--- src/rtl/mult_arbiter.sv ---
// mult_arbiter
// Shares one external 32-bit iterative multiply unit between NUM_REQ
// requesters. A request is accepted only while the arbiter is idle. The
// operands are latched and the unit is started. After 32 enable cycles the
// low product word is offered on the response port until the consumer
// accepts it.
//
// Build option:
//   MULT_ARB_RR_EN  defined   -> round-robin grant with a rotating pointer
//                   undefined -> fixed priority, lowest valid index wins
//
// Ports:
//   clk, rst_n                  clock, asynchronous active-low reset
//   req_valid/req_ready         per-requester handshake (one-hot ready)
//   req_a/req_b                 packed operands, slice i = [32*i+31:32*i]
//   req_sign                    per-requester two's-complement mode
//   rsp_valid/rsp_ready         result handshake
//   rsp_id, rsp_result          owner index and low 32 product bits
//   mul_start, mul_enable       multiply unit control
//   mul_multiplier/_multiplicand/_sign  multiply unit operands
//   mul_result                  multiply unit output (bit 32 unused)

module mult_arbiter #(
    parameter int NUM_REQ = 4,
    parameter int ID_W    = 2
) (
    input  logic                    clk,
    input  logic                    rst_n,
    input  logic [NUM_REQ-1:0]      req_valid,
    output logic [NUM_REQ-1:0]      req_ready,
    input  logic [NUM_REQ*32-1:0]   req_a,
    input  logic [NUM_REQ*32-1:0]   req_b,
    input  logic [NUM_REQ-1:0]      req_sign,
    output logic                    rsp_valid,
    input  logic                    rsp_ready,
    output logic [ID_W-1:0]         rsp_id,
    output logic [31:0]             rsp_result,
    output logic                    mul_start,
    output logic                    mul_enable,
    output logic [31:0]             mul_multiplier,
    output logic [31:0]             mul_multiplicand,
    output logic                    mul_sign,
    input  logic [32:0]             mul_result
);

    typedef enum logic [2:0] {
        FLUSH,
        IDLE,
        LAUNCH,
        RUN,
        DONE
    } state_t;

    state_t          state;
    state_t          state_next;
    logic [5:0]      cnt;
    logic            any_valid;
    logic [ID_W-1:0] grant_idx;
    logic            grant;
    logic [31:0]     hold_a;
    logic [31:0]     hold_b;
    logic            hold_sign;
    logic [ID_W-1:0] hold_id;
    logic [31:0]     a_slice [NUM_REQ];
    logic [31:0]     b_slice [NUM_REQ];
    logic            unused_mul_msb;

    assign unused_mul_msb = mul_result[32];

    for (genvar i = 0; i < NUM_REQ; i++) begin : g_slice
        assign a_slice[i] = req_a[32*i +: 32];
        assign b_slice[i] = req_b[32*i +: 32];
    end

    assign any_valid = |req_valid;
    assign grant     = (state == IDLE) && any_valid;

`ifdef MULT_ARB_RR_EN
    logic [ID_W-1:0] rr_ptr;
    logic [ID_W-1:0] rr_cand;

    // Scan from the pointer upward (wrapping); scanning offsets from the
    // far end downward lets the closest valid requester overwrite the others.
    always_comb begin
        grant_idx = '0;
        rr_cand   = '0;
        for (int k = NUM_REQ - 1; k >= 0; k--) begin
            rr_cand = ID_W'((int'(rr_ptr) + k) % NUM_REQ);
            if (req_valid[rr_cand]) begin
                grant_idx = rr_cand;
            end
        end
    end

    // The pointer moves just past the winner so it has lowest priority next time.
    always_ff @(posedge clk or negedge rst_n) begin
        if (!rst_n) begin
            rr_ptr <= '0;
        end else if (grant) begin
            rr_ptr <= (grant_idx == ID_W'(NUM_REQ - 1)) ? '0 : grant_idx + 1'b1;
        end
    end
`else
    // Fixed priority: descending scan so the lowest valid index wins.
    always_comb begin
        grant_idx = '0;
        for (int i = NUM_REQ - 1; i >= 0; i--) begin
            if (req_valid[i]) begin
                grant_idx = ID_W'(i);
            end
        end
    end
`endif

    always_ff @(posedge clk or negedge rst_n) begin
        if (!rst_n) begin
            state <= FLUSH;
        end else begin
            state <= state_next;
        end
    end

    always_comb begin
        state_next = state;
        unique case (state)
            FLUSH:   if (cnt == 6'd1) state_next = IDLE;
            IDLE:    if (any_valid) state_next = LAUNCH;
            LAUNCH:  state_next = RUN;
            RUN:     if (cnt == 6'd1) state_next = DONE;
            DONE:    if (rsp_ready) state_next = IDLE;
            default: state_next = FLUSH;
        endcase
    end

    // FLUSH and RUN both run the unit for exactly 32 enabled cycles.
    // FLUSH drains whatever the unreset multiply unit was doing.
    // RUN times a real operation.
    always_ff @(posedge clk or negedge rst_n) begin
        if (!rst_n) begin
            cnt <= 6'd32;
        end else begin
            unique case (state)
                FLUSH, RUN: cnt <= cnt - 6'd1;
                LAUNCH:     cnt <= 6'd32;
                default:    cnt <= cnt;
            endcase
        end
    end

    always_ff @(posedge clk or negedge rst_n) begin
        if (!rst_n) begin
            hold_a    <= '0;
            hold_b    <= '0;
            hold_sign <= 1'b0;
            hold_id   <= '0;
        end else if (grant) begin
            hold_a    <= a_slice[grant_idx];
            hold_b    <= b_slice[grant_idx];
            hold_sign <= req_sign[grant_idx];
            hold_id   <= grant_idx;
        end
    end

    assign mul_multiplier   = hold_a;
    assign mul_multiplicand = hold_b;
    assign mul_sign         = hold_sign;

    always_comb begin
        req_ready  = '0;
        rsp_valid  = 1'b0;
        rsp_id     = '0;
        rsp_result = '0;
        mul_start  = 1'b0;
        mul_enable = 1'b0;
        unique case (state)
            FLUSH:  mul_enable = 1'b1;
            IDLE:   if (any_valid) req_ready = NUM_REQ'(1) << grant_idx;
            LAUNCH: begin
                mul_start  = 1'b1;
                mul_enable = 1'b1;
            end
            RUN:    mul_enable = 1'b1;
            DONE:   begin
                rsp_valid  = 1'b1;
                rsp_id     = hold_id;
                rsp_result = mul_result[31:0];
            end
            default: ;
        endcase
    end

endmodule

--- config.mk ---
export PLATFORM = sky130hd
export DESIGN_NAME = mult_arbiter
export DESIGN_NICKNAME = d
export VERILOG_FILES = /design/src/rtl/mult_arbiter.sv
export SDC_FILE = /design/constraint.sdc
export NUM_CORES = 1
export LEC_CHECK = 0
export BUFFER_PORTS_ARGS = -buffer_cell sky130_fd_sc_hd__buf_4
export CAP_MARGIN = 20
export CORE_AREA = 5 5 155 157
export CTS_CLUSTER_SIZE = 8
export DETAILED_ROUTE_END_ITERATION = 8
export DIE_AREA = 0 0 160 162
export GPL_TIMING_DRIVEN = 0
export MAX_ROUTING_LAYER = met4
export PLACE_DENSITY = 0.58
export SYNTH_ARGS = -nofsm -noshare
export SYNTH_HDL_FRONTEND = slang
export SYNTH_SLANG_ARGS = --single-unit
--- constraint.sdc ---
create_clock -name clk -period 1.93 [get_ports clk]
set_input_delay 0.193 -clock clk [delete_from_list [all_inputs] [get_ports clk]]
set_output_delay 0.193 -clock clk [all_outputs]
set_load 0.03 [all_outputs]
-- Word-level counts from Yosys, hierarchy flattened
Cells that the tools add are included.
- bits in registers: 76
- input bits: 300
- output and inout port bits: 106
- word-level logic and storage cells: 52
- add/sub/neg operators: 1
- magnitude comparators: 2
- eq/ne operators: 9
- shift-type cells: 1
- muxes and demuxes: 25
- bitwise logic cells: 1
- reductions and logical operators: 7
- operators by type and width (kind ; number):
    two-way mux 32 bit ; 5
    binary-select mux 32 bit (select 2 bit) ; 2
    case mux 3 bit (5 select lines) ; 1
    two-way mux 3 bit ; 4
    case mux 6 bit (2 select lines) ; 1
    two-way mux 2 bit ; 5
    two-way mux 4 bit ; 2
    != test 2 bit (second input constant) ; 4
    == test 3 x 2 -> 1 bit (second input constant) ; 2
    == test 6 x 1 -> 1 bit (second input constant) ; 1
    subtractor 6 x 1 -> 6 bit (second input constant) ; 1
    two-way mux 1 bit ; 4
    AND reduction 4 bit ; 1
    OR reduction 4 bit ; 1
    left shift 1 x 2 -> 4 bit (first input constant) ; 1
    == test 3 x 1 -> 1 bit (second input constant) ; 1
    == test 3 bit (second input constant) ; 1
    >= comparator 3 bit (second input constant) ; 1
    zero test 3 bit ; 1
    less-than comparator 2 x 3 -> 1 bit (second input constant) ; 1
    NOT 2 -> 3 bit ; 1
    OR reduction 3 bit ; 1
    binary-select mux 1 bit (select 2 bit) ; 1
    nonzero test 2 bit ; 1
    2 further kinds ; 2

-- Depth between registers and ports, before layout
- word-level depth: 8
- mapped depth: 7
- gate-level depth less buffers: 5

-- Worst setup path before layout
No wires, ideal clock.
- kind: flip-flop to output port
- from: register state[0]
- to: output rsp_id[0]
- arrival time: 1.800 ns
- data required time: 1.737 ns
- path slack: -0.063 ns
- cell stages (with the launch flop): 5
- path buffers: 2
- cell sequence: dfrtp_1 > buf_4 > nor3b_1 > clkbuf_1 > and2_1
- cells in the longest elaborated chain, start to end: 2
- RTL lines (what ; line ; source):
    start: declaration ; 54 ; state_t state;
    start signal: assignment ; 119 ; state <= state_next;
    == test 3 bit ; 175 ; unique case (state)
    two-way mux 2 bit ; 175 ;
    end: declaration ; 36 ; output logic [ID_W-1:0] rsp_id,
No other way between the ends.

-- Worst setup path after layout
- from: register state[0]
- to: output req_ready[3]
- cells in the longest elaborated chain, start to end: 2
- RTL lines (what ; line ; source):
    == test 3 x 1 -> 1 bit ; 175 ;
    two-way mux 4 bit ; 175 ;
    end: declaration ; 30 ; output logic [NUM_REQ-1:0] req_ready,
No other way between the ends.

==> flow_summary.ini <==
[worst_setup_path]
r2r_end = mul_multiplicand[10]
cp.arrival_ns = 1.75
rr_startpoint = state[0]
rrSetupSlack_ns = 0.08
startpoint_type = register
critical_path_required_ns = 1.74
path_common_cell = buf_6
cp_slowest_stage_delay_ns = 0.45
crit_fanout = 6
r2r_cells = 6
worstSetupPathType = register to output port
critPathSlowestCell = or3b_4
endpoint_kind = output port
path_cells = buf_6 -> or3b_4 -> nor3_4 -> and3b_1 -> buf_6

[detailed_routing]
drc = 0
drt_iter0_markers = 383
vias_per_cell = 5.369
finalWirelength_mm = 31.16
dr.pass1.iters = 5
via_count = 7297
post_drt_wl_per_cell_um = 22.93
postRouteAntennaNets = 0

[grt]
track_usage_pct = 23.42
met2_usage_pct = 40.69
busiest_layer = met2
grt_max_degree = 77
grt_pass1_wl_mm = 46.40
antenna_found_initial = 0
grt_overflow = 0
grt_pass1_vias = 7648
grtUsageMet3_pct = 4.567
grtUsageMet1_pct = 28.52

[yosys]
synth_flop_cell = dfrtp_1
yosysSeqAreaShare_pct = 32.59
synth_seq_cells = 76
synthesis.nets = 949
async_flop_share_pct = 100.0
synth_area_leader_cell = dfrtp_1
synth_top_area_share_pct = 32.14
ys_top_cells_by_area = dfrtp_1, o31ai_1, o221ai_1
syn_area_per_cell_sq_um = 9.025
postSynthCellCount = 647
yosysWarnings = 0
post_synth_num_cell_types = 37
synth_edf_count = 0
synth_area_sq_um = 5839

[placement]
post-dp-hpwl_mm = 24.17
port-buffer-count = 401
dpl.cell_count = 1333
globalplace.congestion = 0.9001

[timing]
slew-limit-headroom_pct = 55.01
setup_violations = 1
skew_ns = 0.01014
worstMarginPinSlew_ns = 0.6687
layout_setup_ws_ns = -0.01126
hold_viol_final = 0
min_period_ns = 1.941
period_share_pct = 100.6
max_freq_mhz = 515.1
setup_tns_ns = -0.01126
rsz0062_at_grt = yes
report.final.slew_viol_count = 0

[cts]
cts_made_buffers = 9
cts_buffer_depth = 2
htreeDepth = 3
cts_tree = built
cts-root-buf = clkbuf_16
cts_num_sinks = 76
clk_latency_ns = 0.35
path_clk_slew_ns = 0.06

[floorplanning]
fp.dieW_um = 160
die_area_sq_um = 25920
rows = 55
core_sq_um = 22370
start_util_pct = 26.11
io_pins = 406
die_y_um = 162

[outcome]
violations = setup timing
outcome = complete, but fails checks

[finish]
multi_input_area_sq_um = 3597
diodes = 0
syn2layout_area_growth_pct = 66.64
drive_gt1_share_pct = 46.55
nets = 1371
seq_area_sq_um = 1904
layout.cells.non_filler = 1359
fillers = 2291

[hold_path]
hold_start = rsp_ready
hold_class = input pin to register
min_to = state[2]
holdPathStages = 2

[power]
powerDensity_nw_per_um2 = 556.8
ir_drop_mv = 0.3427
p_leak_uw = 0.004253
p_total_uw = 5418

[run]
drv_cap = 0
[critical path, delay by kind of cell (launching register included)]
| family | cells | cell delay, ns |
|---|---|---|
| and+or+nand+nor | 3 | 0.82 |
| DFF | 1 | 0.34 |
| buffers and inverters | 2 | 0.25 |
[state kept, by name, summed over array words and instances (netlist names)]
| name | flops |
|---|---|
| mul_multiplier | 32 |
| hold_id | 2 |
| mul_multiplicand | 32 |
| mul_sign | 1 |
| state | 3 |
| cnt | 6 |
[layout by cell type (no fill, tap or decap), types with 9 or more instances in the layout]
| cell type | netlist | routed |
|---|---|---|
| and2_1 | 35 | 35 |
| buf_4 | 1 | 405 |
| buf_6 | 5 | 12 |
| clkbuf_1 | 73 | 62 |
| clkbuf_16 | 0 | 9 |
| clkbuf_2 | 0 | 9 |
| dfrtp_1 | 75 | 74 |
| nand2b_1 | 68 | 68 |
| nor2_1 | 9 | 9 |
| o21ai_0 | 69 | 51 |
| o21ai_1 | 0 | 17 |
| o221ai_1 | 65 | 65 |
| o31ai_1 | 90 | 90 |
| o31ai_2 | 39 | 36 |
| or4_1 | 66 | 66 |
[worst max path at each step]
stage	startpoint	endpoint	slack (ns)
6_report	state[0]	req_ready[3]	-0.01
3_5_place_dp	req_valid[0]	mul_multiplier[11]	-0.48
3_3_place_gp	req_valid[2]	mul_multiplier[11]	-0.43
4_1_cts	state[0]	req_ready[3]	-0.12
5_1_grt	state[0]	req_ready[3]	-0.09
2_1_floorplan	state[0]	rsp_id[0]	0.09
[metal layers]
metal	part of all wire [%]	vias to the layer above
met2	51	321
met3	6.1	31
met4	1.3	0
met1	42	3508
met5	0	-
li1	-	3437
[power breakdown]
group / total (uW) / leakage, uW / internal [uW] / switching [uW]
sequential: 1830 / 0.000893 / 1750 / 87.8
clock: 1780 / 0.000139 / 1040 / 746
combinational: 1800 / 0.00322 / 831 / 970
total: 5420 / 0.00425 / 3610 / 1800
[metrics by stage]
stage	setup slack [ns]	util, %	hold WS [ns]	cell area (sq um)
2_1_floorplan	0.08585	-	-0.1026	5841
3_3_place_gp	-0.4321	41.17	0.4016	9208
6_report	-0.01126	43.51	0.04591	9731
3_5_place_dp	-0.4758	41.17	0.4008	9208
4_1_cts	-0.1201	43.20	0.03088	9662
5_1_grt	-0.08832	43.51	0.03461	9731
[logic make-up after synthesis]
| logic type | synth area share [%] |
|---|---|
| AO/OA/AOI/OAI | 37.35 |
| XOR/XNOR | 0.1500 |
| adder cells (fa/ha/maj) | 0.4285 |
| buffers and inverters | 6.835 |
| flip-flops | 32.59 |
| multiplexers | 0.1714 |
| AND/OR/NAND/NOR | 22.48 |
[cells in the mapped netlist (all sizes together), types with 2 or more instances]
cell type,number
clkbuf,73
inv,7
dfrtp,75
buf,13
or3,3
nand2b,68
ha,2
o22a,2
nor3b,2
nor4,4
o21ai,69
o31ai,129
and2,35
a21oi,7
o221ai,65
nor2,9
or4,66
or4b,3
[repair_timing]
| item | in CTS | in global routing |
|---|---|---|
| setup endpoints to repair | 102 | 96 |
| setup buffers | 9 | 1 |
| resized for setup | 26 | 41 |
| hold endpoints to repair | 0 | 37 |
| pin swaps | 2 | 2 |
| hold buffers | 0 | 1 |
[final cells by class]
class,count,share of cell area [%]
clock inverter,4,0.5143
sequential,76,19.57
inverter,7,0.2700
tap,285,3.665
multi-input combinational,478,36.97
buffer,84,4.192
clock buffer,12,2.533
timing repair buffer,413,32.29
Power figures use the tool's default switching activity.
